--- config.mk ---
export PLATFORM = sky130hd
export DESIGN_NAME = muldiv_seq
export DESIGN_NICKNAME = d
export VERILOG_FILES = /design/src/rtl/cpu_defs.sv /design/src/rtl/muldiv_watchdog.sv /design/src/rtl/muldiv_seq.sv
export SDC_FILE = /design/constraint.sdc
export NUM_CORES = 1
export LEC_CHECK = 0
export CORE_AREA = 3 3 181 183
export CTS_BUF_LIST = sky130_fd_sc_hd__clkbuf_16
export DETAILED_ROUTE_END_ITERATION = 8
export DIE_AREA = 0 0 184 186
export GPL_TIMING_DRIVEN = 0
export SLEW_MARGIN = 20
export SYNTH_ARGS = -nofsm -noshare
export SYNTH_HDL_FRONTEND = slang
export SYNTH_SLANG_ARGS = --single-unit
--- constraint.sdc ---
create_clock -name clk -period 2.6 [get_ports clk]
set_input_delay 0.52 -clock clk [delete_from_list [all_inputs] [get_ports clk]]
set_output_delay 0.52 -clock clk [all_outputs]
set_load 0.05 [all_outputs]
--- src/rtl/cpu_defs.sv ---
// Shared definitions for the HI/LO multiply/divide sequencer.
// State, request bundle and divide-by-zero constant.
package cpu_defs;

    localparam int MD_MODE_W = 2;

    localparam logic [31:0] DIV0_LO = 32'hFFFF_FFFF;

    typedef enum logic [2:0] {
        MD_IDLE,
        MD_MBUSY,
        MD_DBUSY,
        MD_DONE,
        MD_DRAIN
    } muldiv_state_t;

    typedef struct packed {
        logic                 sign;
        logic [MD_MODE_W-1:0] mode;
        logic [31:0]          a;
        logic [31:0]          b;
        logic [31:0]          hi;
        logic [31:0]          lo;
    } muldiv_req_t;

endpackage

--- src/rtl/muldiv_watchdog.sv ---
// Saturating cycle counter that flags a unit which never answers.
// Clear has priority over enable; the count stops at TIMEOUT.
module muldiv_watchdog #(
    parameter int TIMEOUT = 64,
    parameter int CNT_W   = 7
) (
    input  logic clk,
    input  logic rst,
    input  logic i_clr,
    input  logic i_en,
    output logic o_expired
);

    localparam logic [CNT_W-1:0] LIMIT = CNT_W'(TIMEOUT);

    logic [CNT_W-1:0] r_cnt;

    always_ff @(posedge clk or negedge rst) begin
        if (!rst) begin
            r_cnt <= '0;
        end else if (i_clr) begin
            r_cnt <= '0;
        end else if (i_en && (r_cnt != LIMIT)) begin
            r_cnt <= r_cnt + CNT_W'(1);
        end
    end

    assign o_expired = (r_cnt == LIMIT);

endmodule

--- src/rtl/muldiv_seq.sv ---
// Sequencer between EX and the multi-cycle multiplier/divider units:
// latches operands, launches one unit, stalls EX and holds the result.
module muldiv_seq
    import cpu_defs::*;
#(
    parameter int MODE_W  = MD_MODE_W,
    parameter int TIMEOUT = 64,
    parameter int CNT_W   = 7
) (
    input  logic              clk,
    input  logic              rst,
    input  logic              req_mul,
    input  logic              req_div,
    input  logic              mul_sign,
    input  logic              div_sign,
    input  logic [MODE_W-1:0] mul_mode,
    input  logic [31:0]       srca,
    input  logic [31:0]       srcb,
    input  logic [31:0]       in_hi,
    input  logic [31:0]       in_lo,
    input  logic              advance,
    input  logic              flush,
    output logic              mul_in_valid,
    output logic              div_in_valid,
    output logic              op_sign,
    output logic [MODE_W-1:0] op_mode,
    output logic [31:0]       op_a,
    output logic [31:0]       op_b,
    output logic [31:0]       op_hi,
    output logic [31:0]       op_lo,
    input  logic              mul_out_valid,
    input  logic [31:0]       mul_hi,
    input  logic [31:0]       mul_lo,
    input  logic              div_out_valid,
    input  logic [31:0]       div_hi,
    input  logic [31:0]       div_lo,
    output logic              busy,
    output logic              res_valid,
    output logic [31:0]       res_hi,
    output logic [31:0]       res_lo,
    output logic              timeout_err
);

    muldiv_state_t r_state;
    muldiv_req_t   r_req;
    logic          r_sel_div;
    logic          r_mul_iv;
    logic          r_div_iv;
    logic          r_tout;
    logic [31:0]   r_res_hi;
    logic [31:0]   r_res_lo;

    logic          w_req;
    logic          w_pick_div;
    logic          w_div0;
    logic          w_sel_ov;
    logic [31:0]   w_sel_hi;
    logic [31:0]   w_sel_lo;
    logic          w_take;
    logic          w_wd_en;
    logic          w_expired;
    muldiv_req_t   w_new;

    assign w_req      = req_mul | req_div;
    assign w_pick_div = req_div & ~req_mul;
    assign w_div0     = w_pick_div & (srcb == 32'd0);

    assign w_sel_ov = r_sel_div ? div_out_valid : mul_out_valid;
    assign w_sel_hi = r_sel_div ? div_hi : mul_hi;
    assign w_sel_lo = r_sel_div ? div_lo : mul_lo;

    // A drained unit frees the slot, so a waiting op launches straight away.
    assign w_take = w_req & ~flush &
                    ((r_state == MD_IDLE) |
                     ((r_state == MD_DRAIN) & w_sel_ov));

    assign w_wd_en = (r_state == MD_MBUSY) |
                     (r_state == MD_DBUSY) |
                     (r_state == MD_DRAIN);

    assign w_new = '{
        sign: w_pick_div ? div_sign : mul_sign,
        mode: mul_mode,
        a:    srca,
        b:    srcb,
        hi:   in_hi,
        lo:   in_lo
    };

    muldiv_watchdog #(
        .TIMEOUT (TIMEOUT),
        .CNT_W   (CNT_W)
    ) u_wd (
        .clk       (clk),
        .rst       (rst),
        .i_clr     (w_take),
        .i_en      (w_wd_en),
        .o_expired (w_expired)
    );

    always_ff @(posedge clk or negedge rst) begin
        if (!rst) begin
            r_state   <= MD_IDLE;
            r_req     <= '0;
            r_sel_div <= 1'b0;
            r_mul_iv  <= 1'b0;
            r_div_iv  <= 1'b0;
            r_tout    <= 1'b0;
            r_res_hi  <= '0;
            r_res_lo  <= '0;
        end else begin
            r_mul_iv <= 1'b0;
            r_div_iv <= 1'b0;
            r_tout   <= 1'b0;
            if (w_take) begin
                if (w_div0) begin
                    r_state  <= MD_DONE;
                    r_res_hi <= srca;
                    r_res_lo <= DIV0_LO;
                end else begin
                    r_req     <= w_new;
                    r_sel_div <= w_pick_div;
                    r_mul_iv  <= ~w_pick_div;
                    r_div_iv  <= w_pick_div;
                    r_state   <= w_pick_div ? MD_DBUSY : MD_MBUSY;
                end
            end else begin
                unique case (r_state)
                    MD_MBUSY, MD_DBUSY: begin
                        if (flush) begin
                            r_state <= w_sel_ov ? MD_IDLE : MD_DRAIN;
                        end else if (w_sel_ov) begin
                            r_state  <= MD_DONE;
                            r_res_hi <= w_sel_hi;
                            r_res_lo <= w_sel_lo;
                        end else if (w_expired) begin
                            r_state  <= MD_DONE;
                            r_res_hi <= '0;
                            r_res_lo <= '0;
                            r_tout   <= 1'b1;
                        end
                    end
                    MD_DRAIN: begin
                        if (w_sel_ov) begin
                            r_state <= MD_IDLE;
                        end else if (w_expired) begin
                            r_state <= MD_IDLE;
                            r_tout  <= 1'b1;
                        end
                    end
                    MD_DONE: begin
                        if (advance | flush) begin
                            r_state <= MD_IDLE;
                        end
                    end
                    default: begin
                    end
                endcase
            end
        end
    end

    assign busy = rst & (((r_state == MD_IDLE) & w_req & ~flush) |
                         (r_state == MD_MBUSY) |
                         (r_state == MD_DBUSY) |
                         ((r_state == MD_DRAIN) & w_req));

    assign mul_in_valid = r_mul_iv;
    assign div_in_valid = r_div_iv;
    assign op_sign      = r_req.sign;
    assign op_mode      = r_req.mode;
    assign op_a         = r_req.a;
    assign op_b         = r_req.b;
    assign op_hi        = r_req.hi;
    assign op_lo        = r_req.lo;
    assign res_valid    = (r_state == MD_DONE);
    assign res_hi       = r_res_hi;
    assign res_lo       = r_res_lo;
    assign timeout_err  = r_tout;

endmodule
==> impl_metrics.ini, run 1 <==
[detailed_routing]
vias_per_cell = 4.67
post-route-drc-count = 0
drtIter0Drc = 200
drtPass1Iterations = 4
totalWireLength_um = 32800
drtAntennaViolNets = 0
route.vias.total = 7412
wire_per_inst_um = 20.6

[global_route]
grt_overflow = 0
grt.total_usage = 0.184
antenna_found_initial = 1
grt_pass1_vias = 7901
grt_pass1_wl_um = 48400
grt_max_degree = 69

[layout]
fin_util = 0.499
drive_gt1_frac = 0.218
multi_input_area_um2 = 3900
regArea_um2 = 5230
area_growth_pct = 65.7
nets = 1437
final_cell_mix = clkdlybuf4s50_1, dfrtp_1, mux2_2, mux2i_1, mux2_4
diodes = 0
fillCellCount = 2836
fin_area_um2 = 15700
final_common_cell = clkdlybuf4s50_1

[logic_synthesis]
yosys.area_share.simple = 0.0292
synthArstFlopShare = 1.00
syn_inst = 665
synth-seq-cells = 209
ys_seq_area_frac = 0.553
synth_adder_area_share = 0.00265
synth_nets = 935
synth_xor_area_frac = 0.00648
synth-main-ff-cell = dfrtp_1
synth_top_family_by_area = multiplexers
muxShareOfSynthArea = 0.293
yosys_warnings = 0
synth_compound_area_frac = 0.0806
synth_edf_count = 0
synth_area_um2 = 9460
avgSynthCellArea_um2 = 14.2
synth_cell_types = 46

[setup_path]
reg2regPathDepth = 8
cp_slowest_cell = nor4_1
path_delay_family = simple AND/OR/NAND/NOR gates
critical_path_class = primary input to register
end_kind = register
critPathBufInv = 3
crit_chain = clkdlybuf4s50_1 > nor4_1 > and4_1 > and3_1 > mux2_4 > buf_12 > buf_12 > mux2_4
cp.required_ps = 3000
crit_cells = 8
slowest_delay_ps = 500
critPathMaxFanout = 10
crit_path_start_kind = primary input
cp_data_arrival_time_ps = 2870

[die]
die_w_um = 184
std_cell_rows = 65
core_area_um2 = 31400
start_util = 0.301
num_io_pins = 468
die_h_um = 186
design.die.area_um2 = 34200

[placement]
io_buffers = 467
hpwl_um = 25100
dpl-instance-area_um2 = 14700
gp_congestion = 0.784

[clocking]
clkTransAtPathRegs_ps = 60
cts_tree = done
cts_buffer_depth = 3
htreeDepth = 1
insertion_delay_ps = 530
cts-root-buf = clkbuf_16
cts_sinks = 209
cts_made_buffers = 26

[timing]
fin_crit_ps = 2470
rsz0062_at_grt = false
fin_setup_tns_ps = 0
setup_violations = 0
skew_ps = 21.3
worst_slew_pin_slew_ps = 788
timing.fmax_mhz = 404
period_share = 0.951
hold_viol = 0
drv_slew = 0
slew_headroom = 0.474

[pwr]
power_leakage_nw = 6.56
ir_worst_vdd_v = 0.00101
power_density_nw_per_um2 = 1450

[run_status]
status = finished, final reports clean

[job]
maxCapViolations = 0

[hold_path]
hp-class = primary input to async pin
-- final cells by class --
type	count	share of cell area
clock inverters	21	0.0104
flip-flops and latches	209	0.334
inverters	4	0.000959
repair buffers	475	0.311
plain buffers	46	0.0212
well taps	402	0.0321
multi-input cells	405	0.249
clock buffers	26	0.0415
-- state kept, by name (all words and copies together) (netlist names), 3 cells and up --
signal / cells
op_a: 32
op_b: 32
op_hi: 32
op_lo: 32
res_hi: 32
res_lo: 32
u_wd.r_cnt: 7
r_state: 3
-- where the power goes --
group	internal [mW]	total, mW	switching, mW
clock	2.01	3.41	1.40
combinational	5.29	13.6	8.34
sequential	4.83	5.66	0.830
total	12.1	22.7	10.6
-- stage by stage --
step                      cells  power [mW]  hold WS [ps]  setup WS, ps
after floorplan             665        14.6           224          1.47
after global placement     1534        19.3           473         -8590
after detailed placement   1536        19.4           479          -875
after CTS                  1589        23.0          66.5          23.8
after global routing       1588        23.8          80.7          48.8
final                      1588        22.7          85.9           127
-- synthesized netlist by cell type, types with 2 or more instances --
library cell	instances	share of area
dfrtp_1	209	0.55
mux2_2	137	0.16
mux2i_1	66	0.070
mux2_4	36	0.057
o2bb2ai_1	32	0.030
o21a_1	26	0.021
o21ai_0	26	0.014
clkbuf_1	16	0.0064
a21oi_1	12	0.0064
buf_4	11	0.0087
nor2_1	11	0.0044
buf_2	10	0.0053
nor4_1	8	0.0053
buf_12	5	0.011
xor2_1	5	0.0046
and3_1	4	0.0026
buf_1	4	0.0016
inv_1	4	0.0016
nand2_1	4	0.0016
and2_1	3	0.0020
nand2b_1	3	0.0020
nand4_1	3	0.0020
o211ai_1	3	0.0024
and4_1	2	0.0019
ha_1	2	0.0026
nor3b_1	2	0.0016
xnor2_1	2	0.0019
-- repair_timing --
item / CTS / global route
pin swaps: 0 / 1
setup buffers: 0 / 0
hold buffers: 5 / 0
gates cloned: 1 / 0
endpoints found under the hold margin: 72 / 0
endpoints found under the setup margin: 162 / 66
gates resized for setup: 16 / 5
-- cell families after synthesis --
family,after synthesis
multiplexers,240
adder cells (fa/ha/maj),2
flip-flops,209
XOR/XNOR,7
AO/OA/AOI/OAI,108
buffers and inverters,51
AND/OR/NAND/NOR,48
-- worst min-delay path, delay by kind of cell --
kind                   cells  cell delay, ps
buffers and inverters      3             460
-- metal layers --
layer  track usage  part of all wire
met4        0.0405             0.021
met5             0           0.00024
met3        0.0635             0.092
met1         0.212              0.38
met2         0.330              0.51
-- worst paths after layout --
kind                                        startpoint                endpoint  slack [ps]
worst max-delay path                          srcb[25]  res_lo[12]$_DFFE_PN0P_         130
worst min-delay path                               rst   op_hi[27]$_DFFE_PN0P_          90
worst max register to register  r_state[1]$_DFFE_PN0P_   op_hi[10]$_DFFE_PN0P_         180
worst min register to register  res_lo[28]$_DFFE_PN0P_  res_lo[28]$_DFFE_PN0P_         490
max in group asynchronous                          rst     op_a[8]$_DFFE_PN0P_        1610
min in group clk                res_lo[28]$_DFFE_PN0P_  res_lo[28]$_DFFE_PN0P_         490
(Power assumes the default switching activity.)
==> run 2, diff against run 1 <==
--- a/config.mk
+++ b/config.mk
@@ -5,11 +5,14 @@
 export SDC_FILE = /design/constraint.sdc
 export NUM_CORES = 1
 export LEC_CHECK = 0
-export CORE_AREA = 3 3 181 183
+export ABC_AREA = 1
+export CORE_AREA = 3 3 183 185
 export CTS_BUF_LIST = sky130_fd_sc_hd__clkbuf_16
 export DETAILED_ROUTE_END_ITERATION = 8
-export DIE_AREA = 0 0 184 186
+export DIE_AREA = 0 0 186 188
 export GPL_TIMING_DRIVEN = 0
+export HOLD_SLACK_MARGIN = 0.03
+export MAX_ROUTING_LAYER = met4
 export SLEW_MARGIN = 20
 export SYNTH_ARGS = -nofsm -noshare
 export SYNTH_HDL_FRONTEND = slang
==> impl_metrics.ini, run 2 <==
[run_status]
status = finished, final reports clean

[logic_synthesis]
avgSynthCellArea_um2 = 7.88
synth_common_cells = nand2_1, dfrtp_1, nand3_1, inv_1, o21ai_0
synth-seq-cells = 209
synth_adder_area_share = 0.00251
yosys.area_share.simple = 0.325
yosys-top-cells-area = dfrtp_1, nand2_1, nand3_1
synth_nets = 1536
synth_area_um2 = 9980
synth_xor_area_frac = 0.00176
synth_top_family_by_area = simple AND/OR/NAND/NOR gates
synth_cell_types = 29
muxShareOfSynthArea = 0.00803
synth_edf_count = 0
synth_top_area_share = 0.524
ys_seq_area_frac = 0.524
synthArstFlopShare = 1.00
synth_area_leader_cell = dfrtp_1
syn_inst = 1266
yosysMostFrequentCell = nand2_1
synth-main-ff-cell = dfrtp_1
yosys_warnings = 0
synth_compound_area_frac = 0.0718

[global_route]
antenna_found_initial = 1
grt.total_usage = 0.232
grt_pass1_wl_um = 61100
grt_overflow = 0
grt_max_degree = 71
grt_pass1_vias = 10500

[clocking]
cts_buffer_depth = 3
cts_tree = done
insertion_delay_ps = 520
cts_sinks = 209
htreeDepth = 1
cts_made_buffers = 26
cts-root-buf = clkbuf_16
clkTransAtPathRegs_ps = 60
postCtsSetupBuffers = 0

[pwr]
power_density_nw_per_um2 = 1370
ir_worst_vdd_v = 0.000835
power_leakage_nw = 7.87

[layout]
area_growth_pct = 62.3
fin_util = 0.503
nets = 2037
final_cell_mix = nand2_1, clkdlybuf4s50_1, dfrtp_1, nand3_1, inv_1
final_common_cell = nand2_1
drive_gt1_frac = 0.0633
fin_area_um2 = 16200
fillCellCount = 3087

[detailed_routing]
route.vias.total = 10400
drtPass1Iterations = 5
met2_length_um = 20200
met3_length_um = 3090
wire_per_inst_um = 18.7
post-route-drc-count = 0
drtIter0Drc = 474
vias_per_cell = 4.73
totalWireLength_um = 41000
drtAntennaViolNets = 0
wl_met1_um = 16600
top_layer = met4

[timing]
hold_viol = 0
slew_headroom = 0.537
fin_crit_ps = 2450
rsz0062_at_grt = false
skew_ps = 11.6
drv_slew = 0
worst_slew_pin_slew_ps = 695
hold_ws_ps = 56.2
timing.fmax_mhz = 409
setup_violations = 0
period_share = 0.941

[setup_path]
cp-startpoint = flush
crit_path_start_kind = primary input
end_kind = output pin
cp_data_arrival_time_ps = 1930
rr_startpoint = r_sel_div$_DFFE_PN0P_
critical_path_class = primary input to output pin
cp.required_ps = 2080
critPathMaxFanout = 4

[hold_path]
hp-class = primary input to async pin

[job]
maxCapViolations = 0

[die]
start_util = 0.310
die_h_um = 188
design.die.area_um2 = 35000
die_w_um = 186
std_cell_rows = 66
core_area_um2 = 32200
num_io_pins = 468

[placement]
dpl-instance-area_um2 = 15200
io_buffers = 467
hpwl_um = 30900
gp_congestion = 0.890
-- run 2: per-stage QoR --
step	cells	setup TNS, ps	setup slack (ps)	total power, mW
floorplan	1266	0	64.1	13.6
global placement	2141	-1789150	-8390	18.5
detailed placement	2143	-33250	-575	18.6
CTS	2192	0	11.6	22.4
global route	2193	0	57.9	23.5
finish	2193	0	154	22.2
-- run 2: power by group --
group / switching (mW) / total [mW] / internal [mW] / leakage (nW)
logic: 8.90 / 13.0 / 4.11 / 4.78
registers: 0.831 / 5.51 / 4.68 / 2.66
clock network: 1.46 / 3.72 / 2.26 / 0.430
-- run 2: cell type report --
class	count	area, um^2	share of cell area
flip-flops and latches	209	5230	0.323
repair buffers	473	4840	0.299
multi-input cells	918	4080	0.252
clock buffers	27	676	0.0417
well taps	408	510	0.0315
plain buffers	85	462	0.0285
inverters	54	203	0.0125
clock inverters	18	190	0.0117
diodes	1	2.50	0.000155
-- run 2: worst max-delay path: stages --
cell and delay (ps):
clkdlybuf4s50_1 520, inv_2 150, nand2_1 60, nor2_1 160
nand2_1 90, a21boi_1 190, buf_4 240
-- run 2: final timing paths --
check,end,cells past startpoint,slack [ps]
worst min-delay path,op_lo[0]$_DFFE_PN0P_,3,60
worst min register to register,op_hi[10]$_DFFE_PN0P_,2,470
worst max register to register,res_lo[25]$_DFFE_PN0P_,9,490
worst max-delay path,busy,7,150
min in group clk,op_hi[10]$_DFFE_PN0P_,2,470
max in group asynchronous,res_lo[17]$_DFFE_PN0P_,3,2140
-- run 2: routing by layer --
| metal | vias to the layer above | global-route usage |
|---|---|---|
| li1 | 5075 | - |
| met1 | 4854 | 0.275 |
| met2 | 389 | 0.401 |
| met3 | 64 | 0.0477 |
| met4 | 0 | 0.0630 |
| met5 | - | - |
-- run 2: logic make-up after synthesis --
kind of cell | after synthesis
simple gates | 788
compound gates | 118
flops | 209
buf+inv | 139
xor+xnor | 2
fa+ha+maj | 2
mux | 8
-- run 2: timing repair --
item / in CTS / in global routing
resized for setup: 8 / 3
cloned: 0 / 0
endpoints found under the setup margin: 2 / 1
endpoints found under the hold margin: 67 / 0
hold buffers: 4 / 0
